--- src/rtl/pipe_hazard_ctrl_if.sv ---
// Hazard control bus between the pipeline datapath and pipe_hazard_ctrl.
// master = datapath side, slave = hazard controller side.
interface pipe_hazard_ctrl_if #(
    parameter int ADDR_LEFT = 4,
    parameter int CNT_BITS  = 16
);
    logic [ADDR_LEFT:0] id_rs_addr;
    logic [ADDR_LEFT:0] id_rt_addr;
    logic               id_uses_rs;
    logic               id_uses_rt;
    logic               ex_sel_mem;
    logic               ex_rw_;
    logic [ADDR_LEFT:0] ex_waddr;
    logic               branch_taken;
    logic               mem_stall;
    logic               halt_s2;
    logic               pc_en;
    logic               if_id_en;
    logic               id_ex_en;
    logic               ex_mem_en;
    logic               if_id_flush;
    logic               id_ex_bubble;
    logic               halted;
    logic [CNT_BITS-1:0] stall_cycles;

    modport master (
        output id_rs_addr, id_rt_addr, id_uses_rs, id_uses_rt,
        output ex_sel_mem, ex_rw_, ex_waddr,
        output branch_taken, mem_stall, halt_s2,
        input  pc_en, if_id_en, id_ex_en, ex_mem_en,
        input  if_id_flush, id_ex_bubble, halted, stall_cycles
    );

    modport slave (
        input  id_rs_addr, id_rt_addr, id_uses_rs, id_uses_rt,
        input  ex_sel_mem, ex_rw_, ex_waddr,
        input  branch_taken, mem_stall, halt_s2,
        output pc_en, if_id_en, id_ex_en, ex_mem_en,
        output if_id_flush, id_ex_bubble, halted, stall_cycles
    );
endinterface

--- src/rtl/pipe_hazard_ctrl.sv ---
// Pipeline hazard controller: load-use stall, branch flush, memory freeze,
// HALT drain sequence and a saturating stall-cycle counter.
module pipe_hazard_ctrl #(
    parameter int ADDR_LEFT    = 4,
    parameter int CNT_BITS     = 16,
    parameter int DRAIN_CYCLES = 3
) (
    input  logic              clk,
    input  logic              rst_,
    pipe_hazard_ctrl_if.slave bus
);
    localparam int DW = (DRAIN_CYCLES < 1) ? 1 : $clog2(DRAIN_CYCLES + 1);

    typedef enum logic [1:0] {
        RUN,
        DRAIN,
        HALTED
    } state_t;

    state_t              r_state;
    logic [DW-1:0]       r_drain;
    logic [CNT_BITS-1:0] r_stall;

    logic w_load_use;
    logic w_rs_hit;
    logic w_rt_hit;
    logic w_stall_inc;
    logic w_pc_en;
    logic w_if_id_en;
    logic w_id_ex_en;
    logic w_ex_mem_en;
    logic w_flush;
    logic w_bubble;

    assign w_rs_hit = bus.id_uses_rs && (bus.id_rs_addr == bus.ex_waddr);
    assign w_rt_hit = bus.id_uses_rt && (bus.id_rt_addr == bus.ex_waddr);
    assign w_load_use = bus.ex_sel_mem && !bus.ex_rw_ &&
                        (bus.ex_waddr != '0) && (w_rs_hit || w_rt_hit);

    assign w_stall_inc = (r_state != HALTED) &&
                         (bus.mem_stall ||
                          ((r_state == RUN) && w_load_use &&
                           !bus.branch_taken));

    // Enables, flush and bubble decoded from state and current hazards.
    always_comb begin
        w_pc_en     = 1'b0;
        w_if_id_en  = 1'b0;
        w_id_ex_en  = 1'b0;
        w_ex_mem_en = 1'b0;
        w_flush     = 1'b0;
        w_bubble    = 1'b0;
        unique case (r_state)
            RUN: begin
                if (bus.mem_stall) begin
                    w_pc_en = 1'b0;
                end else if (bus.branch_taken) begin
                    w_pc_en     = 1'b1;
                    w_if_id_en  = 1'b1;
                    w_id_ex_en  = 1'b1;
                    w_ex_mem_en = 1'b1;
                    w_flush     = 1'b1;
                    w_bubble    = 1'b1;
                end else if (w_load_use) begin
                    w_id_ex_en  = 1'b1;
                    w_ex_mem_en = 1'b1;
                    w_bubble    = 1'b1;
                end else begin
                    w_pc_en     = 1'b1;
                    w_if_id_en  = 1'b1;
                    w_id_ex_en  = 1'b1;
                    w_ex_mem_en = 1'b1;
                end
            end
            DRAIN: begin
                if (!bus.mem_stall) begin
                    w_id_ex_en  = 1'b1;
                    w_ex_mem_en = 1'b1;
                    w_bubble    = 1'b1;
                end
            end
            HALTED: begin
                w_pc_en = 1'b0;
            end
            default: begin
                w_pc_en = 1'b0;
            end
        endcase
    end

    // Run/drain/halted sequencing; drain counts only non-stalled cycles.
    always_ff @(posedge clk or negedge rst_) begin
        if (!rst_) begin
            r_state <= RUN;
            r_drain <= '0;
        end else begin
            unique case (r_state)
                RUN: begin
                    if (!bus.mem_stall && !bus.branch_taken &&
                        !w_load_use && bus.halt_s2) begin
                        r_state <= DRAIN;
                        r_drain <= DW'(DRAIN_CYCLES);
                    end
                end
                DRAIN: begin
                    if (!bus.mem_stall) begin
                        r_drain <= r_drain - 1'b1;
                        if (r_drain <= DW'(1)) begin
                            r_state <= HALTED;
                            r_drain <= '0;
                        end
                    end
                end
                HALTED: r_state <= HALTED;
                default: r_state <= RUN;
            endcase
        end
    end

    // Saturating stall-cycle counter.
    always_ff @(posedge clk or negedge rst_) begin
        if (!rst_) begin
            r_stall <= '0;
        end else if (w_stall_inc && (r_stall != {CNT_BITS{1'b1}})) begin
            r_stall <= r_stall + 1'b1;
        end
    end

    assign bus.pc_en        = w_pc_en;
    assign bus.if_id_en     = w_if_id_en;
    assign bus.id_ex_en     = w_id_ex_en;
    assign bus.ex_mem_en    = w_ex_mem_en;
    assign bus.if_id_flush  = w_flush;
    assign bus.id_ex_bubble = w_bubble;
    assign bus.halted       = (r_state == HALTED);
    assign bus.stall_cycles = r_stall;
endmodule

--- src/flat_wrapper.sv ---
// flat-port wrapper written by rule: the top's interface ports become plain ports
module pipe_hazard_ctrl_flat 
#(
    parameter int ADDR_LEFT    = 4,
    parameter int CNT_BITS     = 16,
    parameter int DRAIN_CYCLES = 3
)
  (clk, rst_, bus_id_rs_addr, bus_id_rt_addr, bus_id_uses_rs, bus_id_uses_rt, bus_ex_sel_mem, bus_ex_rw_, bus_ex_waddr, bus_branch_taken, bus_mem_stall, bus_halt_s2, bus_pc_en, bus_if_id_en, bus_id_ex_en, bus_ex_mem_en, bus_if_id_flush, bus_id_ex_bubble, bus_halted, bus_stall_cycles);
  pipe_hazard_ctrl_if #(.ADDR_LEFT(ADDR_LEFT), .CNT_BITS(CNT_BITS)) bus_i ();
  input  logic clk;
  input  logic rst_;
  input wire logic [$bits(bus_i.id_rs_addr)-1:0] bus_id_rs_addr;
  input wire logic [$bits(bus_i.id_rt_addr)-1:0] bus_id_rt_addr;
  input wire logic [$bits(bus_i.id_uses_rs)-1:0] bus_id_uses_rs;
  input wire logic [$bits(bus_i.id_uses_rt)-1:0] bus_id_uses_rt;
  input wire logic [$bits(bus_i.ex_sel_mem)-1:0] bus_ex_sel_mem;
  input wire logic [$bits(bus_i.ex_rw_)-1:0] bus_ex_rw_;
  input wire logic [$bits(bus_i.ex_waddr)-1:0] bus_ex_waddr;
  input wire logic [$bits(bus_i.branch_taken)-1:0] bus_branch_taken;
  input wire logic [$bits(bus_i.mem_stall)-1:0] bus_mem_stall;
  input wire logic [$bits(bus_i.halt_s2)-1:0] bus_halt_s2;
  output wire logic [$bits(bus_i.pc_en)-1:0] bus_pc_en;
  output wire logic [$bits(bus_i.if_id_en)-1:0] bus_if_id_en;
  output wire logic [$bits(bus_i.id_ex_en)-1:0] bus_id_ex_en;
  output wire logic [$bits(bus_i.ex_mem_en)-1:0] bus_ex_mem_en;
  output wire logic [$bits(bus_i.if_id_flush)-1:0] bus_if_id_flush;
  output wire logic [$bits(bus_i.id_ex_bubble)-1:0] bus_id_ex_bubble;
  output wire logic [$bits(bus_i.halted)-1:0] bus_halted;
  output wire logic [$bits(bus_i.stall_cycles)-1:0] bus_stall_cycles;
  assign bus_i.id_rs_addr = bus_id_rs_addr;
  assign bus_i.id_rt_addr = bus_id_rt_addr;
  assign bus_i.id_uses_rs = bus_id_uses_rs;
  assign bus_i.id_uses_rt = bus_id_uses_rt;
  assign bus_i.ex_sel_mem = bus_ex_sel_mem;
  assign bus_i.ex_rw_ = bus_ex_rw_;
  assign bus_i.ex_waddr = bus_ex_waddr;
  assign bus_i.branch_taken = bus_branch_taken;
  assign bus_i.mem_stall = bus_mem_stall;
  assign bus_i.halt_s2 = bus_halt_s2;
  assign bus_pc_en = bus_i.pc_en;
  assign bus_if_id_en = bus_i.if_id_en;
  assign bus_id_ex_en = bus_i.id_ex_en;
  assign bus_ex_mem_en = bus_i.ex_mem_en;
  assign bus_if_id_flush = bus_i.if_id_flush;
  assign bus_id_ex_bubble = bus_i.id_ex_bubble;
  assign bus_halted = bus_i.halted;
  assign bus_stall_cycles = bus_i.stall_cycles;
  pipe_hazard_ctrl #(.ADDR_LEFT(ADDR_LEFT), .CNT_BITS(CNT_BITS), .DRAIN_CYCLES(DRAIN_CYCLES)) u_core (.clk(clk), .rst_(rst_), .bus(bus_i));
endmodule
--- config.mk ---
export PLATFORM = sky130hd
export DESIGN_NAME = pipe_hazard_ctrl_flat
export DESIGN_NICKNAME = d
export VERILOG_FILES = /design/src/rtl/pipe_hazard_ctrl_if.sv /design/src/rtl/pipe_hazard_ctrl.sv /design/src/flat_wrapper.sv
export SDC_FILE = /design/constraint.sdc
export NUM_CORES = 1
export LEC_CHECK = 0
export ABC_CLOCK_PERIOD_IN_PS = 4200
export CORE_UTILIZATION = 40
export CTS_BUF_LIST = sky130_fd_sc_hd__clkbuf_16
export CTS_CLUSTER_SIZE = 28
export DETAILED_ROUTE_END_ITERATION = 12
export PLACE_DENSITY = 0.73
export SYNTH_ARGS = -nofsm -noshare
export SYNTH_HDL_FRONTEND = slang
export SYNTH_SLANG_ARGS = --single-unit
--- constraint.sdc ---
create_clock -name clk -period 4.2 [get_ports clk]
set_clock_uncertainty 0.2 [all_clocks]
set_input_delay 0.84 -clock clk [delete_from_list [all_inputs] [get_ports clk]]
set_output_delay 0.84 -clock clk [all_outputs]
set_load 0.02 [all_outputs]
* Word-level counts from Yosys, hierarchy flattened
Cells that the tools add are included.
** Word-level totals
- Flip-flop bits (word level) :: 20
- Bits of input ports :: 24
- Output and inout bits :: 23
- Word-level logic and storage cells :: 60
** Cells by class
- Add/subtract/negate cells :: 2
- Order comparisons :: 1
- Eq/ne operators :: 9
- Mux-type cells :: 21
- Reductions and logical operators :: 24
** Operator list (count)
- $add A16 B1 Y16 const B :: 1
- $ne A16 B16 Y1 const B :: 1
- $logic_and A1 B1 Y1 :: 12
- $mux W1 :: 12
- $mux W2 :: 6
- $eq A5 B5 Y1 :: 2
- $ne A2 B2 Y1 const B :: 3
- $pmux W2 S3 :: 1
- $reduce_and A3 Y1 :: 2
- $reduce_bool A5 Y1 :: 1
- $logic_not A1 Y1 :: 4
- $pmux W2 S2 :: 1
- $eq A2 B1 Y1 const B :: 1
- $eq A2 B2 Y1 const B :: 1
- $le A2 B1 Y1 const B :: 1
- $logic_not A2 Y1 :: 1
- $logic_or A1 B1 Y1 :: 2
- $ne A2 B1 Y1 const B :: 1
- $pmux W1 S2 :: 1
- $reduce_bool A2 Y1 :: 1
- $reduce_or A2 Y1 :: 1
- $sub A2 B1 Y2 const B :: 1

* Logic depth before layout (Yosys ltp)
- Depth in word-level cells :: 9
- Gate-level depth with buffers :: 8
- Depth with buffers taken out :: 7

* Worst setup path before layout
Ideal clock, no wire load.
- Kind :: in2out
- Start point :: input bus_ex_waddr[1]
- End point :: output bus_pc_en
- Arrival :: 2.007 ns
- Required time :: 3.160 ns
- Slack :: 1.153 ns
- Cell stages on the path :: 6
- Path buffers :: 1
- Cell sequence :: or4_1 -> nor2_1 -> nor3b_2 -> nand2_1 -> o21a_1 -> buf_4
** Between the ends
- Word-level cells in the longest chain between the ends :: 8
- Elaborated cells between the ends (all ways) :: 12
- Classes of those cells :: eq/ne (2); mux (4); reduce/logical (6)
** Ends and longest elaborated chain
- from (decl) :: RTL line flat_wrapper.sv:18 : input wire logic [$bits(bus_i.ex_waddr)-1:0] bus_ex_waddr;
- $eq A5 B5 Y1, on equally long branches :: RTL line pipe_hazard_ctrl.sv:35, pipe_hazard_ctrl.sv:36
- $logic_and A1 B1 Y1, on equally long branches :: RTL line pipe_hazard_ctrl.sv:35, pipe_hazard_ctrl.sv:36
- $logic_or A1 B1 Y1 :: RTL line pipe_hazard_ctrl.sv:38 : (bus.ex_waddr != '0) && (w_rs_hit || w_rt_hit);
- $logic_and A1 B1 Y1 (*) :: RTL line pipe_hazard_ctrl.sv:38
- $mux W1 (*) (4 in a row)
- to (decl) :: RTL line flat_wrapper.sv:22 : output wire logic [$bits(bus_i.pc_en)-1:0] bus_pc_en;
Every way passes the cells marked *; elsewhere a longest branch is shown, timed or not.

* Worst setup path after layout
- Start point :: input bus_ex_waddr[1]
- End point :: output bus_id_ex_bubble
** Between the ends
- Word-level cells in the longest chain between the ends :: 8
- Elaborated cells between the ends (all ways) :: 12
- Classes of those cells :: eq/ne (2); mux (4); reduce/logical (6)
** Ends and longest elaborated chain
- $eq A5 B5 Y1, on equally long branches :: RTL line pipe_hazard_ctrl.sv:35, pipe_hazard_ctrl.sv:36
- $logic_and A1 B1 Y1, on equally long branches :: RTL line pipe_hazard_ctrl.sv:35, pipe_hazard_ctrl.sv:36
- $logic_or A1 B1 Y1 :: RTL line pipe_hazard_ctrl.sv:38
- $logic_and A1 B1 Y1 (*) :: RTL line pipe_hazard_ctrl.sv:38
- $mux W1 (*) :: RTL line pipe_hazard_ctrl.sv:64 : end else if (w_load_use) begin
- $mux W1 (*) :: RTL line pipe_hazard_ctrl.sv:57 : end else if (bus.branch_taken) begin
- $mux W1 (*) :: RTL line pipe_hazard_ctrl.sv:55 : if (bus.mem_stall) begin
- $pmux W1 S2 (*) :: RTL line pipe_hazard_ctrl.sv:53 : unique case (r_state)
- to (decl) :: RTL line flat_wrapper.sv:27 : output wire logic [$bits(bus_i.id_ex_bubble)-1:0] bus_id_ex_bubble;
Marks and branches as above.

==> impl_metrics.csv <==
group,metric,value,unit
outcome,outcome,"finished clean",
floorplan,rows,20,
sta,max-slew-margin-rel,41.5,%
sta,setup_tns,0,ns
yosys,synth_top_flop_cell,"dfrtp_1",
pwr,p_sw,325,µW
setup_path,required,3.16,ns
sta,setup_ws,0.278,ns
pwr,cellLeakagePower,0.774,nW
clock_network,insertion_delay,0.25,ns
sta,fmax,255,MHz
clock_network,numCtsBuffers,3,
pwr,combPwrFrac,42.6,%
yosys,synth-edff-count,0,
setup_path,cp-end-kind,"primary output",
clock_network,clockBufferDepth,2,
global_routing,grt_pass1_vias,1072,
yosys,synth_cell_types,37,
clock_network,cts_resized,0,
sta,holdWs,0.304,ns
finish,finalInstanceArea,1860,µm²
setup_path,start_kind,"primary input",
global_routing,grt_use_total,17.5,%
finish,syn2layout_area_growth,47.1,%
floorplan,io_pins,47,
clock_network,path_clk_slew,0.05,ns
finish,fillerInstances,262,
yosys,ys.warnings.count,0,
routing,drt-total-wl,2.79,mm
routing,wl_per_cell,12.7,µm
floorplan,core,3030,µm²
routing,drt_iter0_drc,15,
sta,drv_slew,0,
floorplan,dieArea,3380,µm²
clock_network,h-tree-depth,1,
setup_path,cp_max_fo,3,
global_routing,grt_pass1_wl,4.62,mm
global_routing,gr-total-overflow,0,
pwr,switching_share,34.5,%
global_routing,grt_max_degree,21,
sta,finalCritPeriodShare,93.4,%
floorplan,start_util,41.7,%
yosys,ys_ff_latch,20,
pwr,power_density,508,nW/µm²
clock_network,postCtsSetupBuffers,0,
sta,rsz0062_at_grt,"false",
sta,post-route-min-period,3.92,ns
yosys,synthCells,129,
finish,fin_nets,205,
clock_network,cts-root-buf,"clkbuf_16",
clock_network,clock_sinks,20,
hold_path,hold_class,"flip-flop to flip-flop",
routing,drc,0,
finish,post-route-util,61.3,%
floorplan,die_w,58.2,µm
pwr,p_int,618,µW
placed_design,dpl.hpwl,2.15,mm
floorplan,die-height,58.2,µm
pwr,ir_drop,0.361,mV
finish,diodes,0,
setup_path,crit_type,"primary input to primary output",
routing,vias_per_cell,4.92,
yosys,async_flop_share,100,%
sta,hold_viol_final,0,
clock_network,cts_tree,"yes",
routing,ant_nets,0,
routing,firstDrtPassIters,4,
pwr,p_seq_share,30.0,%
pwr,power_frac_clock,27.5,%
yosys,synth_area,1260,µm²
finish,layout-drive-gt1-share,7.95,%
placed_design,place_area,1750,µm²
run,max_cap_violations,0,
placed_design,gp_congestion,0.791,
routing,vias,1083,
placed_design,portBuffers,46,
global_routing,antenna_found_initial,0,
yosys,ys_seq_area_share,39.6,%
clock_network,cts_hold_buf,0,
yosys,avgSynthCellArea,9.79,µm²
sta,setup_violations,0,
placed_design,dp_slack,0.283,ns
yosys,synth_nets,157,
sta,tightest_slew,0.875,ns
setup_path,arrival,2.88,ns
-- final timing paths --
| check | from | to | slack [ns] | cells past startpoint |
|---|---|---|---|---|
| min in group asynchronous | rst_ | u_core.bus.stall_cycles[2] | 0.89 | 1 |
| worst min register to register | u_core.bus.stall_cycles[10] | u_core.bus.stall_cycles[10] | 0.30 | 1 |
| worst min-delay path | u_core.bus.stall_cycles[10] | u_core.bus.stall_cycles[10] | 0.30 | 1 |
| worst max register to register | u_core.bus.stall_cycles[2] | u_core.bus.stall_cycles[1] | 1.90 | 6 |
| max in group asynchronous | rst_ | u_core.bus.stall_cycles[4] | 2.38 | 1 |
| worst max-delay path | bus_ex_waddr[1] | bus_id_ex_bubble | 0.28 | 7 |
-- worst max-delay path, stage by stage --
cell and delay (ns):
clkdlybuf4s50_1 0.48, or4_1 0.55, nor2_1 0.13, nor3b_2 0.08, a21oi_2 0.16, a21boi_0 0.10
clkdlybuf4s50_1 0.54
-- routing by layer --
layer | routed length (µm) | up-vias | share of wire (%) | GRT usage (%)
li1 | - | 535 | - | -
met1 | 1240 | 509 | 44 | 20.9
met2 | 1360 | 36 | 49 | 31.7
met3 | 163 | 3 | 5.8 | 3.13
met4 | 25 | 0 | 0.90 | 5.44
met5 | 0 | - | 0 | 0
-- area by class of cell --
| class | count | area, µm² | area share, % |
|---|---|---|---|
| Multi-Input combinational cell | 99 | 709 | 38.2 |
| Sequential cell | 20 | 500 | 27.0 |
| Timing Repair Buffer | 46 | 460 | 24.8 |
| Clock buffer | 3 | 75.1 | 4.04 |
| Tap cell | 44 | 55.1 | 2.96 |
| Clock inverter | 1 | 30.0 | 1.62 |
| Inverter | 7 | 26.3 | 1.42 |
-- kinds of logic (layout without fill, tap and decap cells) --
logic type | Yosys count | after routing | share of synthesized area (%)
simple gates | 54 | 54 | 23.8
xor+xnor | 25 | 25 | 17.3
flops | 20 | 20 | 39.6
compound gates | 14 | 14 | 9.32
buf+inv | 10 | 57 | 4.16
fa+ha+maj | 4 | 4 | 3.96
mux | 2 | 2 | 1.78
-- cells in the mapped netlist, types with 2 or more instances --
cell type | n | area, µm²
nor3_2 | 3 | 30.0
inv_1 | 7 | 26.3
nor2_1 | 14 | 52.6
xnor2_1 | 13 | 114
nand3_1 | 7 | 35.0
ha_1 | 4 | 50.1
a21oi_1 | 4 | 20.0
nand4_1 | 3 | 18.8
nor4_1 | 4 | 25.0
nor3b_1 | 2 | 15.0
nor3_1 | 2 | 10.0
xor2_1 | 12 | 105
mux2_1 | 2 | 22.5
or3_1 | 2 | 12.5
buf_4 | 2 | 15.0
dfrtp_1 | 20 | 500
nand2_1 | 8 | 30.0
-- cell usage in the layout, fill, tap and decap left out, drive strengths merged, types with 2 or more instances in the layout --
cell type	synthesis	layout
mux2	2	2
or3	2	2
inv	7	7
a21boi	2	2
nor3b	3	3
nand3	8	8
a21oi	5	5
dfrtp	20	20
xnor2	13	13
nand2	8	8
and2	2	2
xor2	12	12
ha	4	4
nor3	5	5
clkdlybuf4s50	0	46
nor2	14	14
clkbuf	0	3
nor4	4	4
nand4	3	3
-- through the flow --
step / total power, mW / std cells
after CTS: 0.953 / 220
after floorplan: 0.531 / 129
after global routing: 0.998 / 220
after global placement: 0.675 / 216
after detailed placement: 0.689 / 216
final: 0.943 / 220
-- sequential cells by signal, summed over array words and instances, names as in the netlist --
signal	flops
u_core.r_state	2
u_core.r_drain	2
u_core.bus.stall_cycles	16
-- power groups by stage --
stage	logic [mW]	clock network [mW]	registers (mW)
finish	0.401	0.259	0.282
detailed placement	0.405	0	0.285
global route	0.439	0.270	0.290
CTS	0.407	0.264	0.283
floorplan	0.221	0	0.310
global placement	0.392	0	0.283
Power figures use the tool's default switching activity.
